$ cat src/rtl/mem_port_arbiter.sv
// -----------------------------------------------------------------------------
// mem_port_arbiter
//
// Shares one single-cycle memory port between an instruction-fetch requester
// (i_*) and a load/store requester (d_*). A request is accepted in the cycle
// it is granted, and the memory access happens in that cycle. Each requester
// has its own registered response slot, which holds until it is drained.
// Misaligned accesses are accepted but cause no memory write. They respond
// with err=1 and data 0.
//
// Configuration:
//   MEM_ARB_RR_EN  defined   -> round-robin between the two ports on contention
//                  undefined -> the data port has fixed priority over fetch
//
// Parameters:
//   ADDR_W            byte-address width of every address port
//
// Ports:
//   clk, rst_n        rising-edge clock, synchronous active-low reset
//   i_req_valid/addr/ready            fetch request (word read)
//   i_rsp_valid/data/err/ready        fetch response slot
//   d_req_valid/addr/we/size/unsigned/wdata/ready   data request
//   d_rsp_valid/data/err/ready        data response slot
//   mem_address, mem_write_data, mem_byte_enable, mem_write_enable   to memory
//   mem_read_data     combinational read data for mem_address
// -----------------------------------------------------------------------------
module mem_port_arbiter #(
  parameter int ADDR_W = 32
) (
  input  logic              clk,
  input  logic              rst_n,

  input  logic              i_req_valid,
  input  logic [ADDR_W-1:0] i_req_addr,
  output logic              i_req_ready,
  output logic              i_rsp_valid,
  output logic [31:0]       i_rsp_data,
  output logic              i_rsp_err,
  input  logic              i_rsp_ready,

  input  logic              d_req_valid,
  input  logic [ADDR_W-1:0] d_req_addr,
  input  logic              d_req_we,
  input  logic [1:0]        d_req_size,
  input  logic              d_req_unsigned,
  input  logic [31:0]       d_req_wdata,
  output logic              d_req_ready,
  output logic              d_rsp_valid,
  output logic [31:0]       d_rsp_data,
  output logic              d_rsp_err,
  input  logic              d_rsp_ready,

  output logic [ADDR_W-1:0] mem_address,
  output logic [31:0]       mem_write_data,
  output logic [3:0]        mem_byte_enable,
  output logic              mem_write_enable,
  input  logic [31:0]       mem_read_data
);

  typedef enum logic [1:0] {
    SZ_BYTE = 2'b00,
    SZ_HALF = 2'b01,
    SZ_WORD = 2'b10,
    SZ_BAD  = 2'b11
  } size_e;

  size_e       d_size;
  logic        i_elig;
  logic        d_elig;
  logic        grant_i;
  logic        grant_d;
  logic        i_misalign;
  logic        d_err;
  logic [3:0]  d_mask;
  logic [31:0] d_store_data;
  logic [31:0] d_lane;
  logic [31:0] d_load_data;

  assign d_size = size_e'(d_req_size);

  // A requester may only win when its response slot is empty or is being
  // drained this very cycle, so an accepted response never overwrites one
  // the consumer has not taken yet.
  assign i_elig = i_req_valid && (!i_rsp_valid || i_rsp_ready);
  assign d_elig = d_req_valid && (!d_rsp_valid || d_rsp_ready);

`ifdef MEM_ARB_RR_EN
  // 1 = last accepted request came from the data port. The cleared value
  // (fetch) makes the data port win the first contention after reset.
  logic last_d;

  always_comb begin
    grant_d = 1'b0;
    grant_i = 1'b0;
    if (rst_n) begin
      if (d_elig && i_elig) begin
        grant_d = !last_d;
        grant_i = last_d;
      end else begin
        grant_d = d_elig;
        grant_i = i_elig;
      end
    end
  end

  always_ff @(posedge clk) begin
    if (!rst_n) begin
      last_d <= 1'b0;
    end else if (grant_i || grant_d) begin
      last_d <= grant_d;
    end
  end
`else
  always_comb begin
    grant_d = 1'b0;
    grant_i = 1'b0;
    if (rst_n) begin
      grant_d = d_elig;
      grant_i = i_elig && !d_elig;
    end
  end
`endif

  assign i_req_ready = grant_i;
  assign d_req_ready = grant_d;

  assign i_misalign = (i_req_addr[1:0] != 2'b00);

  // Alignment check, lane mask and store replication for the data port.
  // NOTE: every variable written in an always_comb gets a default first;
  // without it a path that skips the assignment would infer a latch.
  always_comb begin
    d_err        = 1'b0;
    d_mask       = 4'b1111;
    d_store_data = d_req_wdata;
    unique case (d_size)
      SZ_BYTE: begin
        d_mask       = 4'b0001 << d_req_addr[1:0];
        d_store_data = {4{d_req_wdata[7:0]}};
      end
      SZ_HALF: begin
        d_err        = d_req_addr[0];
        d_mask       = 4'b0011 << d_req_addr[1:0];
        d_store_data = {2{d_req_wdata[15:0]}};
      end
      SZ_WORD: d_err = (d_req_addr[1:0] != 2'b00);
      SZ_BAD:  d_err = 1'b1;
    endcase
  end

  // Shift the addressed lane down to bit 0, then extend to 32 bits.
  assign d_lane = mem_read_data >> {d_req_addr[1:0], 3'b000};

  always_comb begin
    d_load_data = mem_read_data;
    unique case (d_size)
      SZ_BYTE: d_load_data = {{24{!d_req_unsigned && d_lane[7]}},  d_lane[7:0]};
      SZ_HALF: d_load_data = {{16{!d_req_unsigned && d_lane[15]}}, d_lane[15:0]};
      default: d_load_data = mem_read_data;
    endcase
  end

  // Memory-side drive. The bus is idle (no enables, no write) unless a
  // well-formed request is granted.
  always_comb begin
    mem_address      = '0;
    mem_write_data   = '0;
    mem_byte_enable  = 4'b0000;
    mem_write_enable = 1'b0;
    if (grant_i && !i_misalign) begin
      mem_address     = {i_req_addr[ADDR_W-1:2], 2'b00};
      mem_byte_enable = 4'b1111;
    end else if (grant_d && !d_err) begin
      mem_address     = {d_req_addr[ADDR_W-1:2], 2'b00};
      mem_byte_enable = d_mask;
      if (d_req_we) begin
        mem_write_enable = 1'b1;
        mem_write_data   = d_store_data;
      end
    end
  end

  // Response slots: a grant loads the slot, and the slot holds until it is
  // drained. Reset discards any pending response.
  // NOTE: state uses non-blocking assignments so every register samples the
  // pre-edge values, independent of statement order.
  always_ff @(posedge clk) begin
    if (!rst_n) begin
      i_rsp_valid <= 1'b0;
      i_rsp_data  <= '0;
      i_rsp_err   <= 1'b0;
    end else if (grant_i) begin
      i_rsp_valid <= 1'b1;
      i_rsp_data  <= i_misalign ? 32'h0 : mem_read_data;
      i_rsp_err   <= i_misalign;
    end else if (i_rsp_ready) begin
      i_rsp_valid <= 1'b0;
    end
  end

  always_ff @(posedge clk) begin
    if (!rst_n) begin
      d_rsp_valid <= 1'b0;
      d_rsp_data  <= '0;
      d_rsp_err   <= 1'b0;
    end else if (grant_d) begin
      d_rsp_valid <= 1'b1;
      d_rsp_data  <= (d_err || d_req_we) ? 32'h0 : d_load_data;
      d_rsp_err   <= d_err;
    end else if (d_rsp_ready) begin
      d_rsp_valid <= 1'b0;
    end
  end

endmodule

$ cat config.mk
export PLATFORM = sky130hd
export DESIGN_NAME = mem_port_arbiter
export DESIGN_NICKNAME = d
export VERILOG_FILES = /design/src/rtl/mem_port_arbiter.sv
export SDC_FILE = /design/constraint.sdc
export NUM_CORES = 1
export LEC_CHECK = 0
export BUFFER_PORTS_ARGS = -buffer_cell sky130_fd_sc_hd__buf_2
export CORE_AREA = 4 4 105 107
export CTS_CLUSTER_SIZE = 20
export DETAILED_ROUTE_END_ITERATION = 8
export DIE_AREA = 0 0 109 111
export GPL_TIMING_DRIVEN = 1
export PLACE_DENSITY = 0.82
export SYNTH_ARGS = -nofsm -noshare
export SYNTH_HDL_FRONTEND = slang
export SYNTH_SLANG_ARGS = --single-unit
export TNS_END_PERCENT = 100
$ cat constraint.sdc
create_clock -name clk -period 6.7 [get_ports clk]
set_input_delay 1.34 -clock clk [delete_from_list [all_inputs] [get_ports clk]]
set_output_delay 1.34 -clock clk [all_outputs]
set_load 0.02 [all_outputs]
==> impl_metrics.sql <==
INSERT INTO impl_metrics (metric_group, metric, value, unit) VALUES
('critical_path', 'worstSetupStartpointType', 'input pin', ''),
('clock_network', 'clock-root-buffer', 'clkbuf_8', ''),
('route', 'detail-route-antenna-nets', '0', ''),
('floorplan', 'die_footprint', '12100', 'um^2'),
('critical_path', 'reg2reg_slack', '4.25', 'ns'),
('sta', 'layout_worst_path_cycle_share', '72.2', '%'),
('global_route', 'grt_start_max_net_pins', '45', ''),
('flow_run', 'max-cap-violations', '0', ''),
('pwr', 'p_sw', '282', 'uW'),
('global_route', 'track_usage', '25.4', '%'),
('global_route', 'grt_antenna_before_repair', '0', ''),
('critical_path', 'slowest_stage', 'nor2b_1', ''),
('clock_network', 'cts_resized', '0', ''),
('critical_path', 'critPathCapture', 'mem_address[20]', ''),
('pwr', 'vdd_drop_max', '120', 'uV'),
('synth', 'post_synth_fa_ha_maj_area_fraction', '0', '%'),
('layout', 'insertedDiodeCount', '0', ''),
('global_route', 'globalRouteOverflowTotal', '0', ''),
('clock_network', 'clkTransAtPathRegs', '0.06', 'ns'),
('synth', 'synth_edf_count', '0', ''),
('sta', 'rsz0062_at_grt', 'no', ''),
('run_status', 'status', 'finished clean', ''),
('critical_path', 'rr_startpoint', 'd_rsp_valid', ''),
('floorplan', 'die_x', '109', 'um'),
('placement', 'gpl_wtd_cong', '0.921', ''),
('route', 'post_drt_via_cell_ratio', '5.63', ''),
('placement', 'port_buffer_count', '274', ''),
('floorplan', 'rows', '37', ''),
('sta', 'max-slew-margin-rel', '20.2', '%'),
('floorplan', 'chipHeight', '111', 'um'),
('clock_network', 'worst_skew_pair_latency', '0.33', 'ns'),
('sta', 'hold_slack', '0.472', 'ns'),
('synth', 'post_synth_xor_area_fraction', '0.227', '%'),
('clock_network', 'cts_tree', 'done', ''),
('synth', 'avgSynthCellArea', '8.67', 'um^2'),
('floorplan', 'floorplan.io_pins', '277', ''),
('floorplan', 'initial_core_util', '38.1', '%'),
('critical_path', 'worst-path-buf-inv', '3', ''),
('synth', 'synth_async_reset_ratio', '0', '%'),
('synth', 'synth_simple_gate_area_share', '13.4', '%'),
('layout', 'multiInputGateArea', '2250', 'um^2'),
('synth', 'yosys-mux-area-fraction', '9.72', '%'),
('synth', 'synthDominantAreaCellType', 'dfxtp_1', ''),
('synth', 'ys.flop_type', 'dfxtp_1', ''),
('critical_path', 'critPathMostFrequentCell', 'buf_2', ''),
('synth', 'netlist-cell-type-count', '48', ''),
('pwr', 'seq_power_share', '43.3', '%'),
('critical_path', 'r2r_cells', '4', ''),
('layout', 'area_taken_by_flip_flops_and_latches', '1360', 'um^2'),
('critical_path', 'cp_slowest_stage_delay', '0.58', 'ns'),
('layout', 'layout-drive-gt1-share', '44.7', '%'),
('global_route', 'grt_pass1_wl', '24300', 'um'),
('pwr', 'comb_power_share', '22.2', '%'),
('clock_network', 'buffer_count_from_post_cts_setup_fixing', '0', ''),
('critical_path', 'crit_path_end_kind', 'primary output', ''),
('sta', 'fin_crit', '4.84', 'ns'),
('route', 'wirelength', '16300', 'um'),
('clock_network', 'htree_num_levels', '3', ''),
('critical_path', 'worstPathMaxFanout', '44', ''),
('clock_network', 'num_clock_sinks', '68', ''),
('pwr', 'clkPwrFrac', '34.6', '%'),
('critical_path', 'cpLargestDelayFamily', 'simple AND/OR/NAND/NOR gates', ''),
('sta', 'post_route_setup_tns', '0', 'ns'),
('sta', 'final-hold-violation-count', '0', ''),
('route', 'routedWlPerCell', '19.6', 'um'),
('clock_network', 'postCtsHoldBufs', '0', ''),
('worst_hold_path', 'hold_class', 'reg2reg', ''),
('synth', 'synthesis.instances', '445', ''),
('layout', 'finalNetCount', '830', ''),
('route', 'drt_first_iter_violations', '458', ''),
('synth', 'synth.yosys.seq_area_share', '35.3', '%');
## cell usage in the layout, fill, tap and decap left out, types with 8 or more instances in the layout
cell	n
a22oi_1	30
buf_2	274
o21ai_0	18
o21ai_1	11
dfxtp_1	68
clkbuf_8	11
and3_1	8
nand3_1	8
nand2_1	19
inv_1	14
nor2_1	43
o2111ai_1	9
a22o_1	70
nor2b_1	10
mux2i_1	27
a21oi_1	25
## cells by family after synthesis
group / count (synthesis)
multiplexers: 35
XOR/XNOR: 1
AO/OA/AOI/OAI: 176
buffers and inverters: 60
flip-flops: 68
other: 1
AND/OR/NAND/NOR: 104
## layer usage
metal / vias to the layer above / routed length, um / track usage, %
li1: 2152 / - / -
met1: 2219 / 6240 / 29.8
met2: 260 / 8000 / 43.4
met3: 49 / 1540 / 6.70
met4: 0 / 518 / 10.1
met5: - / 0 / 0
## state kept, by name, indices dropped and copies added, names as in the netlist
| name | count |
|---|---|
| i_rsp_valid | 1 |
| i_rsp_err | 1 |
| d_rsp_valid | 1 |
| d_rsp_data | 32 |
| d_rsp_err | 1 |
| i_rsp_data | 32 |
## synth_stat cells, types with 9 or more instances
cell type	instances
a22oi_1	30
dfxtp_1	68
o21ai_0	18
o21ai_1	11
a22o_1	70
nor2_1	43
a21oi_1	25
nand2_1	19
inv_1	14
o2111ai_1	9
nor2b_1	10
buf_2	11
clkbuf_1	25
mux2i_1	27
## worst min-delay path by stage
stage / start / end / slack (ns) / depth (start not counted)
2_1_floorplan: d_rsp_err / d_rsp_err / 0.56 / 2
3_3_place_gp: i_rsp_data[19] / i_rsp_data[19] / 0.45 / 1
3_5_place_dp: i_rsp_data[19] / i_rsp_data[19] / 0.45 / 1
4_1_cts: i_rsp_data[2] / i_rsp_data[2] / 0.47 / 1
5_1_grt: i_rsp_data[2] / i_rsp_data[2] / 0.48 / 1
6_report: i_rsp_data[12] / i_rsp_data[12] / 0.47 / 1
## stage by stage
step / worst slack, ns / utilization [%] / total power, uW / std cells / cell area, um^2
finish: 1.86 / 53.8 / 966 / 831 / 5450
global route: 1.71 / 53.8 / 1000 / 831 / 5450
CTS: 1.86 / 53.8 / 968 / 831 / 5450
detailed placement: 1.89 / 51.9 / 638 / 817 / 5260
global placement: 1.90 / 51.9 / 634 / 817 / 5260
floorplan: 2.50 / - / 544 / 446 / 3860
## final cells by class
cell class | count | area share (%)
sequential | 68 | 25.0
tap | 136 | 3.12
multi-input combinational | 318 | 41.3
clock inverter | 2 | 0.643
inverter | 14 | 0.964
timing repair buffer | 281 | 26.1
clock buffer | 12 | 2.85
## power groups by stage
stage               Sequential [uW]  Clock (uW)  Combinational [uW]
finish                          418         334                 214
global route                    419         356                 231
CTS                             418         338                 213
detailed placement              427           0                 212
global placement                427           0                 208
floorplan                       438           0                 106
## worst reg2reg max path, delay by kind of cell, from the launching register on
| family | cells | cell delay (ns) |
|---|---|---|
| and+or+nand+nor | 2 | 1.27 |
| AOI/OAI and AO/OA | 2 | 0.73 |
| DFF | 1 | 0.34 |
(Power assumes the default switching activity.)
